File: src/rtl/zx_mem_pager.sv
// zx_mem_pager: 128K/+2A-style memory paging unit for the ZX Spectrum host.
// Latches the 0x7FFD / 0x1FFD paging ports from CPU I/O writes and maps each
// CPU address onto a ROM page or a physical RAM bank plus 14-bit offset.
module zx_mem_pager #(
    parameter int RAM_BANKS = 8,
    parameter int ROM_PAGES = 2,
    parameter int PLUS3     = 0,
    localparam int BANKW    = $clog2(RAM_BANKS),
    localparam int ROMW     = $clog2(ROM_PAGES)
) (
    input  logic               clk_cpu,
    input  logic               reset,
    input  logic [15:0]        A,
    input  logic [7:0]         D,
    input  logic               nIORQ,
    input  logic               nMREQ,
    input  logic               nRD,
    input  logic               nWR,
    input  logic               nM1,
    input  logic               mode48,
    output logic               is_rom,
    output logic [ROMW-1:0]    rom_page,
    output logic [BANKW-1:0]   ram_bank,
    output logic [BANKW+13:0]  phys_addr,
    output logic               ram_we,
    output logic               screen_bank,
    output logic               paging_locked,
    output logic [7:0]         port_7ffd,
    output logic [7:0]         port_1ffd
);

    logic [7:0]       r7ffd;
    logic [7:0]       r1ffd;
    logic             wr_q;
    logic             io_wr;
    logic             sel_7ffd;
    logic             sel_1ffd;
    logic             commit;
    logic             special;
    logic             is_rom_slot;
    logic [BANKW-1:0] bank_c;
    logic [2:0]       special_bank;

    // Bus decode: I/O write strobe and exclusive paging-port address decode
    always_comb begin
        io_wr = !nIORQ && !nWR && nM1;
        if (PLUS3 != 0) begin
            sel_7ffd = (A[15:14] == 2'b01) && !A[1];
            sel_1ffd = (A[15:12] == 4'b0001) && !A[1];
        end else begin
            sel_7ffd = !A[15] && !A[1];
            sel_1ffd = 1'b0;
        end
        // Only the first cycle of a held write may commit; lock and 48K mode block it
        commit = io_wr && !wr_q && !r7ffd[5] && !mode48;
    end

    // Paging registers and write-edge tracker; reset wins over a same-cycle commit
    always_ff @(posedge clk_cpu) begin
        if (reset) begin
            r7ffd <= '0;
            r1ffd <= '0;
            wr_q  <= 1'b1;
        end else begin
            wr_q <= io_wr;
            if (commit && sel_7ffd)
                r7ffd <= D;
            if (commit && sel_1ffd)
                r1ffd <= D;
        end
    end

    // Address translation: normal/special slot map, ROM page, write enable
    always_comb begin
        bank_c  = mode48 ? '0 : BANKW'({r7ffd[7:6], r7ffd[2:0]});
        special = (PLUS3 != 0) && r1ffd[0] && !mode48;

        case ({r1ffd[2:1], A[15:14]})
            4'b00_00: special_bank = 3'd0;
            4'b00_01: special_bank = 3'd1;
            4'b00_10: special_bank = 3'd2;
            4'b00_11: special_bank = 3'd3;
            4'b01_00: special_bank = 3'd4;
            4'b01_01: special_bank = 3'd5;
            4'b01_10: special_bank = 3'd6;
            4'b01_11: special_bank = 3'd7;
            4'b10_00: special_bank = 3'd4;
            4'b10_01: special_bank = 3'd5;
            4'b10_10: special_bank = 3'd6;
            4'b10_11: special_bank = 3'd3;
            4'b11_00: special_bank = 3'd4;
            4'b11_01: special_bank = 3'd7;
            4'b11_10: special_bank = 3'd6;
            default:  special_bank = 3'd3;
        endcase

        is_rom_slot = 1'b0;
        if (special) begin
            ram_bank = BANKW'(special_bank);
        end else begin
            case (A[15:14])
                2'b00: begin
                    ram_bank    = '0;
                    is_rom_slot = 1'b1;
                end
                2'b01:   ram_bank = BANKW'(5);
                2'b10:   ram_bank = BANKW'(2);
                default: ram_bank = bank_c;
            endcase
        end

        phys_addr     = {ram_bank, A[13:0]};
        is_rom        = !nMREQ && is_rom_slot;
        ram_we        = !nMREQ && !nWR && nRD && !is_rom_slot;
        rom_page      = mode48 ? ROMW'(ROM_PAGES - 1) : ROMW'({r1ffd[2], r7ffd[4]});
        screen_bank   = !mode48 && r7ffd[3];
        paging_locked = r7ffd[5];
        port_7ffd     = r7ffd;
        port_1ffd     = (PLUS3 != 0) ? r1ffd : 8'h00;
    end

endmodule

File: config.mk
export PLATFORM = sky130hd
export DESIGN_NAME = zx_mem_pager
export DESIGN_NICKNAME = d
export VERILOG_FILES = /design/src/rtl/zx_mem_pager.sv
export SDC_FILE = /design/constraint.sdc
export NUM_CORES = 1
export LEC_CHECK = 0
export ABC_AREA = 0
export ABC_CLOCK_PERIOD_IN_PS = 2500
export CAP_MARGIN = 20
export CORE_AREA = 8 8 57 59
export DETAILED_ROUTE_END_ITERATION = 10
export DIE_AREA = 0 0 65 67
export PLACE_DENSITY = 0.83
export SKIP_LAST_GASP = 1
export SLEW_MARGIN = 25
export SYNTH_ARGS = -nofsm -noshare
export SYNTH_HDL_FRONTEND = slang
export SYNTH_SLANG_ARGS = --single-unit
File: constraint.sdc
create_clock -name clk_cpu -period 2.5 [get_ports clk_cpu]
set_input_delay 0.625 -clock clk_cpu [delete_from_list [all_inputs] [get_ports clk_cpu]]
set_output_delay 0.625 -clock clk_cpu [all_outputs]
set_load 0.02 [all_outputs]
After elaboration in Yosys (flattened, before gate mapping)
Index checks and enable logic that the tools add are counted.
- multiplexer cells: 4
- reductions and logical operators: 22
- equal/unequal tests: 2
- operator list (cell ; count):
    logical AND 1 bit ; 12
    zero test 1 bit ; 9
    case mux 3 bit (3 select lines) ; 1
    2-to-1 mux 3 bit ; 1
    == test 2 x 1 -> 1 bit (second input constant) ; 1
    == test 2 bit (second input constant) ; 1
    zero test 2 bit ; 1
    2-to-1 mux 1 bit ; 2
- flip-flop bits (word level): 9
- output and inout bits: 41
- input bits: 32
- logic and storage cells: 30

Depth between registers and ports, before layout
- depth after elaboration: 7
- mapped depth: 4
- gate-level depth less buffers: 3

Worst setup path after synthesis
OpenSTA, ideal clock, no wires.
- kind: in2out
- from: input mode48
- to: output ram_bank[0]
- data arrival time: 1.577 ns
- path buffers: 1
- setup slack: 0.298 ns
- required time: 1.875 ns
- cell stages on the path: 3
- cells stage by stage: nand2b_1 a21boi_0 buf_4
- cells in the longest elaborated chain, start to end: 2
- ends and longest elaborated chain (element ; line ; source):
    start, declared ; 20 ; input logic mode48,
    2-to-1 mux 3 bit ; 75 ; bank_c = mode48 ? '0 : BANKW'({r7ffd[7:6], r7ffd[2:0]});
    case mux 3 bit (3 select lines) ; 101 ; case (A[15:14])
    end, declared ; 23 ; output logic [BANKW-1:0] ram_bank,
No other way between the ends.

Worst setup path after layout
- from: input mode48
- to: output rom_page
- cells in the longest elaborated chain, start to end: 1
- ends and longest elaborated chain (element ; line ; source):
    2-to-1 mux 1 bit ; 115 ; rom_page = mode48 ? ROMW'(ROM_PAGES - 1) : ROMW'({r1ffd[2], r7ffd[4]});
    end, declared ; 22 ; output logic [ROMW-1:0] rom_page,
No other way between the ends.

==> impl_metrics.json <==
{
  "cts_buffer_depth": 2,
  "cts_hold_buf": 0,
  "pwr-share-comb_pct": 25.9,
  "cp.arrival_ns": 1.82,
  "synth_seq_cells": 9,
  "insertion_delay_ns": 0.25,
  "grt_busiest_layer": "met2",
  "critPathRequiredTime_ns": 1.88,
  "p_int_mw": 0.2540,
  "maxSlewViolCount": 0,
  "vias_per_cell": 4.137,
  "ys_types": 20,
  "syn_inst": 77,
  "rsz0062_at_grt": "yes",
  "met1_usage_pct": 7.429,
  "syn_area_per_cell_sq_um": 9.165,
  "tns_ns": 0,
  "htree_levels": 1,
  "diodes": 0,
  "synth_area_sq_um": 705.7,
  "skew_ns": 0.001989,
  "grt_overflow": 0,
  "antenna_found_initial": 0,
  "drt-pass1-iter-count": 2,
  "pwr-share-clk_pct": 31.8,
  "cts_tree": "built",
  "area_delta_synth_final_pct": 37.23,
  "worst_path_dominant_cell_family": "buffers and inverters",
  "wire_per_inst_um": 13.91,
  "routabilityCongestion": 0.7464,
  "ys.flop_type": "dfxtp_1",
  "synth_edf_count": 0,
  "grt_first_pass_wirelength_mm": 2.808,
  "ant_nets": 0,
  "outcome": "finished clean",
  "p_switching_mw": 0.09034,
  "setup_viol": 0,
  "peakVddDrop_v": 0.0001868,
  "hpwlAfterDp_mm": 1.548,
  "p_per_area_mw_per_mm2": 355.6,
  "die_w_um": 65,
  "start_util_pct": 29.84,
  "fillers": 255,
  "pre_cts_slack_ns": -0.3304,
  "groute.usage.overall_pct": 8.489,
  "ys_warn_count": 0,
  "setup_ws_ns": 0.05158,
  "die_h_um": 67,
  "crit_type": "in -> out",
  "use_met2_pct": 14.04,
  "io_pins": 73,
  "max_freq_mhz": 408.4,
  "drt_iter0_markers": 9,
  "grt_max_degree": 17,
  "multi_input_area_sq_um": 341.6,
  "switching_share_pct": 26.24,
  "vias": 542,
  "clk_pin_slew_worst_paths_ns": 0.06,
  "fin_crit_sh_pct": 97.94,
  "min_period_ns": 2.448,
  "pwr-share-seq_pct": 42.3,
  "cts_root_buf": "clkbuf_4",
  "final_nets": 134,
  "regArea_sq_um": 180.2,
  "cpPeakStageDelay_ns": 0.44,
  "cp-start-kind": "input port",
  "power_mw": 0.3443,
  "final_hold_viol_count": 0,
  "grtUsageMet3_pct": 5.705,
  "critPathBufInv": 3,
  "cp_cell_sequence": "clkdlybuf4s50_1 > buf_4 > or2_2 > dlygate4sd2_1",
  "wirelength_mm": 1.822,
  "maxCapViolCount": 0,
  "yosysSeqAreaShare_pct": 25.53,
  "first_global_vias": 577,
  "num_rows": 18,
  "critPathSlowestCell": "clkdlybuf4s50_1",
  "hold_path.class": "reg -> reg",
  "core-area_sq_mm": 0.002365,
  "synthArstFlopShare_pct": 0,
  "leakage_nw": 0.3918,
  "worstSetupEndpointType": "output pin",
  "cp_max_fo": 4,
  "drc": 0,
  "die_area_sq_mm": 0.004355,
  "io_buffers": 38,
  "cts_made_buffers": 3,
  "layout-drive-gt1-share_pct": 23.76,
  "numClockSinks": 9
}
==> synthesized netlist by cell type, types with 2 or more instances <==
| cell | n | area (sq um) |
|---|---|---|
| buf_4 | 26 | 195.2 |
| dfxtp_1 | 9 | 180.2 |
| mux2i_1 | 7 | 70.07 |
| nand2b_2 | 6 | 52.55 |
| or2b_2 | 6 | 52.55 |
| nand2b_1 | 4 | 25.02 |
| a21boi_0 | 3 | 22.52 |
| nor2_1 | 3 | 11.26 |
| or2_2 | 2 | 12.51 |
==> power by group through the flow <==
stage | clock (mW) | combinational, mW | sequential (mW)
final | 0.110 | 0.0891 | 0.146
after detailed placement | 0 | 0.0948 | 0.149
after CTS | 0.118 | 0.0898 | 0.146
after global placement | 0 | 0.0930 | 0.149
after floorplan | 0 | 0.0841 | 0.149
after global routing | 0.129 | 0.0956 | 0.146
==> layout make-up <==
class                      count  share of cell area (%)
timing repair buffer          41                   39.53
multi-input combinational     47                   35.27
sequential                     9                   18.60
tap                           30                   3.876
clock buffer                   4                   2.713
==> cell usage in the layout, fill, tap and decap left out, drive strengths merged <==
| master | instances |
|---|---|
| a21boi | 3 |
| a41oi | 1 |
| and3 | 1 |
| buf | 3 |
| clkbuf | 6 |
| clkdlybuf4s50 | 28 |
| conb | 8 |
| dfxtp | 9 |
| dlygate4sd1 | 5 |
| dlygate4sd2 | 3 |
| mux2i | 7 |
| nand2b | 10 |
| nor2 | 3 |
| nor2b | 1 |
| nor3 | 2 |
| nor3b | 1 |
| nor4b | 1 |
| or2 | 2 |
| or2b | 7 |
==> sequential cells by signal, summed over array words and instances, names as in the netlist <==
register	cells
port_7ffd	8
wr_q	1
==> per-stage QoR <==
step | hold slack [ns] | cells | cell area (sq um) | utilization [%]
after global placement | 0.4608 | 127 | 962.2 | 40.69
after floorplan | 0.5473 | 84 | 732.0 | -
after CTS | 0.4886 | 131 | 975.9 | 41.27
after global routing | 0.5066 | 131 | 968.4 | 40.95
after detailed placement | 0.4765 | 127 | 962.2 | 40.69
final | 0.4781 | 131 | 968.4 | 40.95
==> per-layer routing <==
metal	part of all wire, %	wire length [um]
met1	34	620
met2	48	883
met3	16	289
met4	1.5	28
met5	0	0
==> worst paths after layout <==
kind / to / start / slack (ns) / cells after the start
worst max-delay path: rom_page / mode48 / 0.05 / 4
worst min-delay path: port_7ffd[7] / port_7ffd[7] / 0.48 / 2
worst max register to register: port_7ffd[4] / port_7ffd[5] / 1.23 / 3
worst min register to register: port_7ffd[7] / port_7ffd[7] / 0.48 / 2
==> tightest hold or removal path: stages (launching register included) <==
cell	delay, ns
dfxtp_1	0.32
nand2b_2	0.06
mux2i_1	0.05
==> kinds of logic after synthesis <==
group	after synthesis	share of synthesized area (%)
buffers and inverters	28	29.79
and+or+nand+nor	28	29.79
AOI/OAI and AO/OA	4	4.433
muxes	7	9.929
other	1	0.5314
DFF	9	25.53
==> timing repair <==
| item | in CTS | in global routing |
|---|---|---|
| gates resized for setup | 12 | 15 |
| buffers inserted | 0 | 0 |
| endpoints found under the setup margin | 10 | 7 |
Power figures use the tool's default switching activity.
